**config.mk**
```make
export PLATFORM = sky130hd
export DESIGN_NAME = my_isolation_ctrl
export DESIGN_NICKNAME = d
export VERILOG_FILES = /design/src/rtl/my_isolation_pkg.sv /design/src/rtl/my_isolation_unit_fsm.sv /design/src/rtl/my_isolation_ctrl.sv
export SDC_FILE = /design/constraint.sdc
export NUM_CORES = 1
export LEC_CHECK = 0
export CORE_ASPECT_RATIO = 0.6
export CORE_MARGIN = 2
export CORE_UTILIZATION = 35
export DETAILED_ROUTE_END_ITERATION = 7
export MAX_ROUTING_LAYER = met4
export PLACE_DENSITY_LB_ADDON = 0.2
export SLEW_MARGIN = 30
export SYNTH_ARGS = -nofsm -noshare
export SYNTH_HDL_FRONTEND = slang
export SYNTH_HIERARCHICAL = 1
export SYNTH_SLANG_ARGS = --single-unit
```
**constraint.sdc**
```tcl
create_clock -name iClk -period 4.6 [get_ports iClk]
set_input_delay 0.92 -clock iClk [delete_from_list [all_inputs] [get_ports iClk]]
set_output_delay 0.92 -clock iClk [all_outputs]
set_load 0.02 [all_outputs]
```
**src/rtl/my_isolation_pkg.sv**
```systemverilog
// Shared types and defaults for the operand-isolation sequencer.
// State encoding, default timing constants and a counter-load helper.
package my_isolation_pkg;

   typedef enum logic [1:0] {
      ISO_ST_ISOLATED = 2'b00,
      ISO_ST_WAKE     = 2'b01,
      ISO_ST_ACTIVE   = 2'b10
   } iso_state_e;

   localparam int DEF_NUM_UNITS    = 4;
   localparam int DEF_WAKE_CYCLES  = 2;
   localparam int DEF_IDLE_TIMEOUT = 16;
   localparam int DEF_CNT_WIDTH    = 5;

   // Clamp a counter load into [0, 2^width-1] so loads never wrap.
   function automatic int sat_load(input int value, input int width);
      int max_val;
      max_val = (1 << width) - 1;
      if (value < 0)
         return 0;
      else if (value > max_val)
         return max_val;
      else
         return value;
   endfunction

endpackage

```
**src/rtl/my_isolation_unit_fsm.sv**
```systemverilog
// One unit's isolation FSM: ISOLATED -> WAKE -> ACTIVE with a shared
// wake/idle counter. Ports: clk, rst_n, req, force_pass, force_iso,
// signal (gate enable), ready, is_isolated_nxt (next-state flag).
module my_isolation_unit_fsm
   import my_isolation_pkg::*;
#(
   parameter int WAKE_CYCLES  = DEF_WAKE_CYCLES,
   parameter int IDLE_TIMEOUT = DEF_IDLE_TIMEOUT,
   parameter int CNT_WIDTH    = DEF_CNT_WIDTH
) (
   input  logic clk,
   input  logic rst_n,
   input  logic req,
   input  logic force_pass,
   input  logic force_iso,
   output logic signal,
   output logic ready,
   output logic is_isolated_nxt
);

   localparam logic [CNT_WIDTH-1:0] WAKE_LOAD =
      CNT_WIDTH'(sat_load(WAKE_CYCLES - 1, CNT_WIDTH));
   localparam logic [CNT_WIDTH-1:0] IDLE_LOAD =
      CNT_WIDTH'(sat_load(IDLE_TIMEOUT - 1, CNT_WIDTH));
   localparam logic [CNT_WIDTH-1:0] ONE = CNT_WIDTH'(1);

   iso_state_e           state;
   iso_state_e           state_nxt;
   logic [CNT_WIDTH-1:0] cnt;
   logic [CNT_WIDTH-1:0] cnt_nxt;

   always_comb begin
      state_nxt = state;
      cnt_nxt   = cnt;
      if (force_iso) begin
         state_nxt = ISO_ST_ISOLATED;
         cnt_nxt   = '0;
      end else if (force_pass) begin
         // Held at the full timeout so release restarts the countdown.
         state_nxt = ISO_ST_ACTIVE;
         cnt_nxt   = IDLE_LOAD;
      end else begin
         case (state)
            ISO_ST_ISOLATED: begin
               cnt_nxt = '0;
               if (req) begin
                  if (WAKE_CYCLES > 0) begin
                     state_nxt = ISO_ST_WAKE;
                     cnt_nxt   = WAKE_LOAD;
                  end else begin
                     state_nxt = ISO_ST_ACTIVE;
                     cnt_nxt   = IDLE_LOAD;
                  end
               end
            end
            ISO_ST_WAKE: begin
               // A started wake always completes, req is ignored here.
               if (cnt == '0) begin
                  state_nxt = ISO_ST_ACTIVE;
                  cnt_nxt   = IDLE_LOAD;
               end else begin
                  cnt_nxt = cnt - ONE;
               end
            end
            ISO_ST_ACTIVE: begin
               if (req) begin
                  cnt_nxt = IDLE_LOAD;
               end else if (cnt == '0) begin
                  state_nxt = ISO_ST_ISOLATED;
               end else begin
                  cnt_nxt = cnt - ONE;
               end
            end
            default: begin
               state_nxt = ISO_ST_ISOLATED;
               cnt_nxt   = '0;
            end
         endcase
      end
   end

   assign is_isolated_nxt = (state_nxt == ISO_ST_ISOLATED);

   // Outputs decoded from the next state so they line up with it.
   always_ff @(posedge clk or negedge rst_n) begin
      if (!rst_n) begin
         state  <= ISO_ST_ISOLATED;
         cnt    <= '0;
         signal <= 1'b0;
         ready  <= 1'b0;
      end else begin
         state  <= state_nxt;
         cnt    <= cnt_nxt;
         signal <= (state_nxt == ISO_ST_WAKE) ||
                   (state_nxt == ISO_ST_ACTIVE);
         ready  <= (state_nxt == ISO_ST_ACTIVE);
      end
   end

endmodule

```
**src/rtl/my_isolation_ctrl.sv**
```systemverilog
// Per-unit operand-isolation sequencer top: one FSM per unit plus the
// global force fan-out and the registered all-isolated flag.
// Ports: iClk, iReset_n, iUnit_Req, iForce_Pass, iForce_Isolate,
// oIsolation_Signal, oUnit_Ready, oAll_Isolated.
module my_isolation_ctrl
   import my_isolation_pkg::*;
#(
   parameter int NUM_UNITS    = DEF_NUM_UNITS,
   parameter int WAKE_CYCLES  = DEF_WAKE_CYCLES,
   parameter int IDLE_TIMEOUT = DEF_IDLE_TIMEOUT,
   parameter int CNT_WIDTH    = DEF_CNT_WIDTH
) (
   input  logic                 iClk,
   input  logic                 iReset_n,
   input  logic [NUM_UNITS-1:0] iUnit_Req,
   input  logic                 iForce_Pass,
   input  logic                 iForce_Isolate,
   output logic [NUM_UNITS-1:0] oIsolation_Signal,
   output logic [NUM_UNITS-1:0] oUnit_Ready,
   output logic                 oAll_Isolated
);

   logic [NUM_UNITS-1:0] iso_nxt;

   for (genvar u = 0; u < NUM_UNITS; u++) begin : g_unit
      my_isolation_unit_fsm #(
         .WAKE_CYCLES  (WAKE_CYCLES),
         .IDLE_TIMEOUT (IDLE_TIMEOUT),
         .CNT_WIDTH    (CNT_WIDTH)
      ) u_fsm (
         .clk             (iClk),
         .rst_n           (iReset_n),
         .req             (iUnit_Req[u]),
         .force_pass      (iForce_Pass),
         .force_iso       (iForce_Isolate),
         .signal          (oIsolation_Signal[u]),
         .ready           (oUnit_Ready[u]),
         .is_isolated_nxt (iso_nxt[u])
      );
   end

   // Registered from next states so it tracks the unit outputs.
   always_ff @(posedge iClk or negedge iReset_n) begin
      if (!iReset_n)
         oAll_Isolated <= 1'b1;
      else
         oAll_Isolated <= &iso_nxt;
   end

endmodule

```
==> key figures <==
Logic synthesis
  – Synth Cell Area: 2240 sq um
  – Syn_nets: 236
  – Synthesized flop and latch total: 37
  – Post-synth EDFFs: 0
  – Yosys warns: 6
  – Top_reg_cell synth: dfrtp_1
  – Seq/Total Area, Yosys: 0.414
  – Asr flop ratio synth: 1.00
  – Cells after Synth: 216
  – Avg Inst Size Synth: 10.4 sq um
  – Synth cell types: 38

STA
  – Actual transition at the worst max-transition pin: roughly 0.92 ns
  – Maximum clock rate: 0.374 GHz
  – Final worst setup slack: 1.92 ns
  – Setup_tns: 0 ns
  – Period utilization: 0.582
  – Relative slew slack: 0.386
  – RSZ-0062 raised after global routing: no
  – Pins over their slew limit: 0
  – Final setup viols: 0
  – Final hold violations: 0
  – Worst Skew: roughly 0.0097 ns
  – Minimum period implied by the final worst setup slack: 2.68 ns

Placed design
  – RePlAce Congestion: around 0.9
  – Dpl cells: around 310
  – Dpl hpwl: 3410 um
  – # port buffers: 16
  – Placed cell area: around 2500 sq um
  – Pre-CTS worst setup slack: about 1.6 ns

Critical path
  – Critical path type: primary input to flip-flop
  – Required @ worst endpoint: 4.73 ns
  – R2r startpoint: g_unit[3].u_fsm/cnt[0]
  – Worst setup EP type: flip-flop
  – Largest delay share family, worst path: simple AND/OR/NAND/NOR gates
  – Largest stage delay on the critical path: 0.88 ns
  – Crit-path slowest cell: clkdlybuf4s50_1
  – Crit path buf inv count: 1
  – Critical path origin: iForce_Pass
  – CP max FO: 24
  – Startpoint Class: primary input
  – Worst EP arrival: ~2.8 ns
  – Cells along the critical path: clkdlybuf4s50_1 -> or3b_2 -> nor3_4 -> a221oi_2

Global route
  – GRT overflow: 0
  – Total track usage: 0.156
  – Pin count of the biggest net entering global routing: 38
  – Initial antenna violation count: 0
  – Vias in the first global route: about 1600
  – First-pass GRT wire length: 8280 um

Final layout
  – Most common cell after layout, fill and taps aside: dfrtp_1
  – Nets: 256
  – Diode count: 0
  – Sequential Area: 927 sq um
  – Area Growth Syn to Fin: 16.7%
  – Final std cells w/o fill: between 300 and 400
  – Leading cell types in the layout, fill and taps excluded: dfrtp_1 (36), inv_1 (22), a21oi_1 (20)
  – Layout cells sized above 1: 0.143
  – Multi-input logic area: 1210 sq um
  – # fillers: 595
  – Final Cell Area: 2610 sq um

Die
  – Top Ports: 17
  – Rows: 22
  – Die width: 107 um
  – Initial core utilization: 0.365
  – Die Ht: 65.9 um
  – Die area: 7070 sq um
  – Core area: 6140 sq um

Job
  – Max_cap viols: 0

Outcome
  – Outcome: complete, no violations

Clocking
  – Clock transition at path regs: 0.08 ns
  – Cts hold-fix bufs: 0
  – Deepest clock path buffer count: 2
  – TritonCTS clock tree: done
  – Clk_lat worst skew: a little under 0.3 ns
  – Root buffer cell: clkbuf_8
  – Num CTS Buffers: 5
  – Post-CTS Resized: 0
  – Post-CTS setup buffers: 0
  – H-tree depth: 2
  – Clock sinks: 37

Detailed routing
  – Routed wire length: 4870 um
  – Routed wire per std cell: 15.2 um
  – 1st-iter DRT viols: 92
  – Via density: 5.44
  – Pre-antenna DRT Iters: 5
  – DR vias: 1746
  – ANT nets after route: 0
  – DRC Markers: 0

Power and ir drop
  – Final Total Pwr: 850 uW
  – Leak: between 0.001 and 0.0015 uW
  – Power Dens Cells: about 330 nW/um^2
  – VDD IR-drop max: between 0.1 and 0.15 mV

Hold path
  – Min-delay src: g_unit[1].u_fsm/state[0]
  – Hold Crit Class: flip-flop to flip-flop
[registers in the layout, indices dropped and copies added (netlist names)]
| signal | count |
|---|---|
| g_unit.u_fsm/cnt | 20 |
| g_unit.u_fsm/state | 8 |
| g_unit.u_fsm/ready | 4 |
| g_unit.u_fsm/signal | 4 |
| oAll_Isolated | 1 |
[metal layers]
| layer | track usage | routed length [um] | vias up |
|---|---|---|---|
| li1 | - | - | 862 |
| met1 | 0.246 | 2770 | 835 |
| met2 | 0.195 | 1840 | 47 |
| met3 | 0.0384 | 236 | 2 |
| met4 | 0.0292 | 19 | 0 |
| met5 | - | 0 | - |
[through the flow]
stage / hold WS (ns) / util
floorplan: 0.504 / -
global placement: 0.548 / 0.406
detailed placement: 0.539 / 0.406
CTS: 0.565 / 0.425
global route: 0.609 / 0.425
finish: 0.562 / 0.425
[cell type report]
cell class,instances,area share
Clock buffer,6,0.0316
Clock inverter,2,0.0144
Inverter,22,0.0316
Multi-Input combinational cell,153,0.465
Sequential cell,37,0.355
Tap cell,84,0.0402
Timing Repair Buffer,17,0.0623
[worst paths after layout]
check / end / slack (ns) / cells past startpoint
setup / recovery: g_unit[1].u_fsm/cnt[0] / 1.92 / 4
hold / removal: g_unit[1].u_fsm/state[0] / 0.56 / 1
setup reg to reg: oAll_Isolated / 2.53 / 7
hold reg to reg: g_unit[1].u_fsm/state[0] / 0.56 / 1
max in group asynchronous: g_unit[2].u_fsm/cnt[4] / 3.33 / 1
min in group asynchronous: g_unit[3].u_fsm/cnt[1] / 0.73 / 1
[logic make-up after synthesis]
kind of cell             count (synthesis)  share of synthesized area
AO/OA/AOI/OAI                           86                      0.269
AND/OR/NAND/NOR                         51                      0.190
flip-flops                              37                      0.414
buffers and inverters                   26                     0.0436
adder cells (fa/ha/maj)                 12                     0.0671
XOR/XNOR                                 4                     0.0156
[worst register-to-register path, stage by stage (launching register included)]
cell and delay (ns):
dfrtp_1 0.41, inv_1 0.13, ha_1 0.28, nor4b_4 0.44
a21oi_1 0.15, a21o_1 0.22, ha_1 0.19, and4_1 0.18
[synthesized netlist by cell type (4+ instances only)]
library cell / number / area (sq um)
o21ai_0: 13 / 65.1
nor2b_1: 6 / 37.5
a311oi_1: 6 / 52.6
inv_1: 22 / 82.6
a21o_1: 7 / 52.6
dfrtp_1: 36 / 901
xor2_1: 4 / 35.0
ha_1: 12 / 150
nor2_1: 11 / 41.3
o31ai_1: 10 / 75.1
nor3_1: 4 / 20.0
or4b_4: 4 / 55.1
o31a_1: 4 / 35.0
a211oi_1: 6 / 45.0
a21oi_1: 20 / 100
nand2_1: 5 / 18.8
[power by group]
group,leakage [uW],internal [uW],switching [uW]
Clock,0.0000574,176,122
Combinational,0.000583,76.3,100
Sequential,0.000472,349,26.4
Total,0.00111,602,248
Note: power is estimated with default switching activity, not from simulation.
